===== config.mk =====
export PLATFORM = sky130hd
export DESIGN_NAME = controller_sequencer_flat
export DESIGN_NICKNAME = d
export VERILOG_FILES = /design/src/rtl/controller_sequencer_pkg.sv /design/src/rtl/controller_sequencer_if.sv /design/src/rtl/controller_sequencer_ring_counter.sv /design/src/rtl/controller_sequencer.sv /design/src/flat_wrapper.sv
export SDC_FILE = /design/constraint.sdc
export NUM_CORES = 1
export LEC_CHECK = 0
export CAP_MARGIN = 30
export CORE_MARGIN = 8
export CORE_UTILIZATION = 44
export DETAILED_ROUTE_END_ITERATION = 16
export PLACE_DENSITY = 0.83
export SLEW_MARGIN = 25
export SYNTH_ARGS = -nofsm -noshare
export SYNTH_HDL_FRONTEND = slang
export SYNTH_SLANG_ARGS = --single-unit

===== constraint.sdc =====
create_clock -name clk -period 4.1 [get_ports clk]
set_clock_uncertainty 0.2 [all_clocks]
set_input_delay 0.41 -clock clk [delete_from_list [all_inputs] [get_ports clk]]
set_output_delay 0.41 -clock clk [all_outputs]
set_load 0.05 [all_outputs]

===== src/rtl/controller_sequencer_pkg.sv =====
// Shared constants for the SAP-1 control unit: widths, opcodes, control-word bits and words.
package controller_sequencer_pkg;

  localparam int unsigned SAP_NUM_T = 6;
  localparam int unsigned SAP_OP_W  = 4;
  localparam int unsigned CW_W      = 12;

  localparam logic [SAP_OP_W-1:0] OP_LDA = 4'b0000;
  localparam logic [SAP_OP_W-1:0] OP_ADD = 4'b0001;
  localparam logic [SAP_OP_W-1:0] OP_SUB = 4'b0010;
  localparam logic [SAP_OP_W-1:0] OP_OUT = 4'b1110;
  localparam logic [SAP_OP_W-1:0] OP_HLT = 4'b1111;

  // Bit positions inside the control word
  localparam int unsigned CP_B     = 11;
  localparam int unsigned EP_B     = 10;
  localparam int unsigned LM_BAR_B = 9;
  localparam int unsigned CE_BAR_B = 8;
  localparam int unsigned LI_BAR_B = 7;
  localparam int unsigned EI_BAR_B = 6;
  localparam int unsigned LA_BAR_B = 5;
  localparam int unsigned EA_B     = 4;
  localparam int unsigned SU_B     = 3;
  localparam int unsigned EU_B     = 2;
  localparam int unsigned LB_BAR_B = 1;
  localparam int unsigned LO_BAR_B = 0;

  // Named control words (active-low loads/enables idle high)
  localparam logic [CW_W-1:0] CW_IDLE = 12'h3E3;
  localparam logic [CW_W-1:0] CW_T1   = 12'h5E3;
  localparam logic [CW_W-1:0] CW_T2   = 12'hBE3;
  localparam logic [CW_W-1:0] CW_T3   = 12'h263;
  localparam logic [CW_W-1:0] CW_LDA4 = 12'h1A3;
  localparam logic [CW_W-1:0] CW_LDA5 = 12'h2C3;
  localparam logic [CW_W-1:0] CW_ADD4 = 12'h1A3;
  localparam logic [CW_W-1:0] CW_ADD5 = 12'h2E1;
  localparam logic [CW_W-1:0] CW_ADD6 = 12'h3C7;
  localparam logic [CW_W-1:0] CW_SUB4 = 12'h1A3;
  localparam logic [CW_W-1:0] CW_SUB5 = 12'h2E1;
  localparam logic [CW_W-1:0] CW_SUB6 = 12'h3CF;
  localparam logic [CW_W-1:0] CW_OUT4 = 12'h3F2;

  // One-hot T-states
  typedef enum logic [SAP_NUM_T-1:0] {
    ST_T1 = 6'b000001,
    ST_T2 = 6'b000010,
    ST_T3 = 6'b000100,
    ST_T4 = 6'b001000,
    ST_T5 = 6'b010000,
    ST_T6 = 6'b100000
  } t_state_e;

endpackage


===== src/rtl/controller_sequencer_if.sv =====
// Opcode in, control word / ring state / halt flag out.
interface controller_sequencer_if;
  import controller_sequencer_pkg::*;

  logic [SAP_OP_W-1:0]  opcode;
  logic [CW_W-1:0]      cont_signal;
  logic [SAP_NUM_T-1:0] t_state;
  logic                 hlt;

  modport master (output opcode, input cont_signal, input t_state, input hlt);
  modport slave  (input opcode, output cont_signal, output t_state, output hlt);
endinterface


===== src/rtl/controller_sequencer_ring_counter.sv =====
// One-hot T-state ring with hold and self-recovery from illegal states.
module controller_sequencer_ring_counter #(
  parameter int unsigned NUM_T = 6
) (
  input  logic             clk,
  input  logic             clr,
  input  logic             hold,
  output logic [NUM_T-1:0] t
);

  localparam logic [NUM_T-1:0] T_FIRST = NUM_T'(1);

  logic [NUM_T-1:0] t_q;
  logic [NUM_T-1:0] t_d;

  // State register, synchronous clear to T1
  always_ff @(posedge clk) begin
    if (clr) t_q <= T_FIRST;
    else     t_q <= t_d;
  end

  // Next state: hold, recover, or rotate left by one
  always_comb begin
    t_d = t_q;
    if (hold)               t_d = t_q;
    else if (!$onehot(t_q)) t_d = T_FIRST;
    else                    t_d = {t_q[NUM_T-2:0], t_q[NUM_T-1]};
  end

  assign t = t_q;

endmodule


===== src/rtl/controller_sequencer.sv =====
// SAP-1 control unit: ring counter, sticky halt flag and control-word decoder.
module controller_sequencer
  import controller_sequencer_pkg::*;
#(
  parameter int unsigned NUM_T = SAP_NUM_T,
  parameter int unsigned OP_W  = SAP_OP_W
) (
  input  logic                   clk,
  input  logic                   clr,
  controller_sequencer_if.slave  bus
);

  logic [NUM_T-1:0] t;
  logic [OP_W-1:0]  op;
  logic             halted_q;
  logic             halted_d;
  logic             hlt_now;
  logic             hold;
  logic [CW_W-1:0]  cw;

  assign op      = bus.opcode;
  assign hlt_now = (t == ST_T4) && (op == OP_HLT);
  assign hold    = halted_q | hlt_now;

  controller_sequencer_ring_counter #(.NUM_T(NUM_T)) u_ring (
    .clk  (clk),
    .clr  (clr),
    .hold (hold),
    .t    (t)
  );

  // Halt flag register, cleared only by clr
  always_ff @(posedge clk) begin
    if (clr) halted_q <= 1'b0;
    else     halted_q <= halted_d;
  end

  // Halt flag next state: set on HLT in T4, then sticky
  always_comb begin
    halted_d = halted_q;
    if (hlt_now) halted_d = 1'b1;
  end

  // Control-word decode of current T-state and opcode; idle under clear or halt
  always_comb begin
    cw = CW_IDLE;
    if (!clr && !halted_q) begin
      case (t)
        ST_T1: cw = CW_T1;
        ST_T2: cw = CW_T2;
        ST_T3: cw = CW_T3;
        ST_T4: begin
          case (op)
            OP_LDA:  cw = CW_LDA4;
            OP_ADD:  cw = CW_ADD4;
            OP_SUB:  cw = CW_SUB4;
            OP_OUT:  cw = CW_OUT4;
            default: cw = CW_IDLE;
          endcase
        end
        ST_T5: begin
          case (op)
            OP_LDA:  cw = CW_LDA5;
            OP_ADD:  cw = CW_ADD5;
            OP_SUB:  cw = CW_SUB5;
            default: cw = CW_IDLE;
          endcase
        end
        ST_T6: begin
          case (op)
            OP_ADD:  cw = CW_ADD6;
            OP_SUB:  cw = CW_SUB6;
            default: cw = CW_IDLE;
          endcase
        end
        default: cw = CW_IDLE;
      endcase
    end
  end

  assign bus.cont_signal = cw;
  assign bus.t_state     = t;
  assign bus.hlt         = halted_q;

endmodule


===== src/flat_wrapper.sv =====
// flat-port wrapper written by rule: the top's interface ports become plain ports
module controller_sequencer_flat import controller_sequencer_pkg::*;
#(
  parameter int unsigned NUM_T = SAP_NUM_T,
  parameter int unsigned OP_W  = SAP_OP_W
)
  (clk, clr, bus_opcode, bus_cont_signal, bus_t_state, bus_hlt);
  controller_sequencer_if bus_i ();
  input  logic clk;
  input  logic clr;
  input wire logic [$bits(bus_i.opcode)-1:0] bus_opcode;
  output wire logic [$bits(bus_i.cont_signal)-1:0] bus_cont_signal;
  output wire logic [$bits(bus_i.t_state)-1:0] bus_t_state;
  output wire logic [$bits(bus_i.hlt)-1:0] bus_hlt;
  assign bus_i.opcode = bus_opcode;
  assign bus_cont_signal = bus_i.cont_signal;
  assign bus_t_state = bus_i.t_state;
  assign bus_hlt = bus_i.hlt;
  controller_sequencer #(.NUM_T(NUM_T), .OP_W(OP_W)) u_core (.clk(clk), .clr(clr), .bus(bus_i));
endmodule

==> results.toml <==
[status]
status = "completed"

[yosys]
syn_inst = 92
avgSynthCellArea_sq_um = 8.04
seq_area_frac_synth_pct = 19.0
netlist_top_cells_area = "dfxtp_1 (19%), fa_1 (8.1%), ha_1 (6.8%)"
ys.flop_type = "dfxtp_1"
ys_async_sr_fraction_pct = 0
synth_warnings = 0
synth_top_area_cell = "dfxtp_1"
syn_nets = 105
syn_area_sq_um = 739
yosysUniqueCellTypes = 35
netlist.area_leader.share_pct = 19.0
ys_ff_latch = 7
synth_edf_count = 0

[setup_path]
endpoint_kind = "output pin"
reg2reg_depth = 9
cpPeakStageDelay_ns = 0.72
cpLargestDelayFamily = "buffers and inverters"
rrSetupSlack_ns = 0.85
crit_path_max_fanout = 7
arrival_ns = 2.70
cp_cell_sequence = "inv_1 > ha_1 > nor2b_1 > and3_1 > a2111oi_0 > o21ai_0 > clkdlybuf4s50_1"
cp_num_buf_inv = 2
timing.rr.start = "u_core.u_ring.t[3]"
cp_num_cells = 7
startpoint = "u_core.u_ring.t[0]"
worstPathRequired_ns = 3.49
cp-endpoint = "bus_cont_signal[5]"
critical_path_class = "flip-flop to output pin"
cp-start-kind = "flip-flop"
cp_slowest_cell = "clkdlybuf4s50_1"
r2r-end = "u_core.u_ring.t[0]"

[global_route]
grtUsageTotal_pct = 11.9
grt_pass1_vias = 708
grt_antenna_before_repair = 0
grt_max_degree = 17
grt_overflow_total = 0
grt_pass1_wl_um = 3230

[power]
powerDensity_mw_per_mm2 = 467
max-vdd-ir-drop_uv = 307
p_leak_uw = 0.000406

[drt]
drtIter0Drc = 21
wl_per_cell_um = 14.7
via_count = 761
ant_nets = 0
drc = 0
wirelength_um = 1940
first_pass_iters = 4
via_per_inst = 5.77

[floorplanning]
num_rows = 15
ios = 25
core_sq_mm = 0.00165
start_util_pct = 44.8
die_w_um = 57.0
die_h_um = 57.0
dieArea_sq_mm = 0.00325

[cts]
cts_tree = "built"
cts_max_path_buffers = 2
post_cts_buffers = 0
postCtsHoldBufs = 0
htreeDepth = 1
cts_resized = 0
clk_pin_slew_ns = 0.05
worstSkewPairLatency_ns = 0.25
clock_sinks = 7
root_buffer = "clkbuf_4"
cts_inserted_buffers = 3

[timing]
rsz0062_at_grt = "false"
worst_pin_slew_ns = 0.529
fin_crit_sh_pct = 80.8
fmax_mhz = 302
slew-limit-headroom_pct = 64.7
setup_viol = 0
slew_viol_final = 0
period_needed_ns = 3.31
final-hold-violation-count = 0
setup_tns_ns = 0

[job]
maxCapViolCount = 0

[placement]
dpl.hpwl_um = 1540
gp_congestion = 0.871
port_buffers = 24

[worst_hold_path]
hp-class = "flip-flop to flip-flop"

[layout]
num_antenna_cells = 0
layout_common_cells = "clkdlybuf4s50_1 (24), nor2_1 (11), inv_1 (10), dfxtp_1 (7)"
nFillCells = 165
area_delta_synth_final_pct = 33.8
finalNetCount = 129
fin_util_pct = 59.9
final_common_cell = "clkdlybuf4s50_1"
drive_gt1_share_pct = 7.83
state kept, by name, indices dropped and copies added (netlist names):
name	cells
u_core.u_ring.t	6
u_core.bus.hlt	1
cell families after synthesis:
group,Yosys count,synth area share (%)
simple gates,40,31.6
xor+xnor,3,3.55
buf+inv,15,10.2
fa+ha+maj,7,14.9
compound gates,20,20.8
flops,7,19.0
how the worst min path moves through the flow:
stage,startpoint,end,cells past startpoint
finish,u_core.u_ring.t[0],u_core.u_ring.t[1],1
global route,u_core.u_ring.t[0],u_core.u_ring.t[1],1
CTS,u_core.u_ring.t[0],u_core.u_ring.t[1],1
detailed placement,u_core.u_ring.t[0],u_core.u_ring.t[1],1
global placement,u_core.u_ring.t[0],u_core.u_ring.t[1],1
floorplan,clr,u_core.bus.hlt,1
metrics by stage:
step / cell area, sq um / cells / setup slack (ns) / power (uW) / hold WS [ns]
after CTS: 990 / 132 / 0.776 / 466 / 0.364
after global routing: 990 / 132 / 0.600 / 500 / 0.399
after global placement: 963 / 128 / 0.970 / 393 / 0.343
after detailed placement: 963 / 128 / 0.863 / 402 / 0.347
final: 990 / 132 / 0.788 / 462 / 0.361
after floorplan: 739 / 92 / 0.643 / 329 / 0.314
report_power, final:
group | internal [uW] | total, uW | switching (uW)
logic | 110 | 297 | 186
clock network | 37.2 | 63.4 | 26.2
registers | 79.7 | 102 | 22.5
per-layer routing:
layer | GRT usage [%] | up-vias | part of all wire (%)
li1 | - | 376 | -
met1 | 14.2 | 350 | 43
met2 | 18.4 | 33 | 46
met3 | 5.99 | 2 | 10
met4 | 2.68 | 0 | 0.57
met5 | 0 | - | 0
cell type report:
cell class	instances	area (sq um)	area share (%)
multi-input combinational	70	524	53.0
timing repair buffer	24	240	24.3
sequential	7	140	14.2
inverter	10	37.5	3.79
clock buffer	4	26.3	2.65
tap	17	21.3	2.15
cells in the mapped netlist (2+ instances only):
cell type	count
inv_1	10
or3_1	2
a22o_1	2
a21oi_1	3
nand4_1	2
nand3_1	2
nor2_1	11
nand2b_1	2
ha_1	4
fa_1	3
nor2b_1	2
dfxtp_1	7
or2_2	2
nand2_1	3
buf_2	3
o21ai_0	2
nand3b_1	3
xor2_1	2
buf_6	2
nor4_1	2
and3_1	4
a22o_2	3
o211ai_1	3
nor3_1	2
worst register-to-register path: stages, from the launching register on:
cell and delay (ns):
dfxtp_1 0.61, inv_1 0.11, fa_1 0.46, fa_1 0.50, inv_1 0.04, ha_1 0.19
fa_1 0.43, nor3_1 0.17, and3_1 0.29, a22oi_1 0.12
Power figures use the tool's default switching activity.
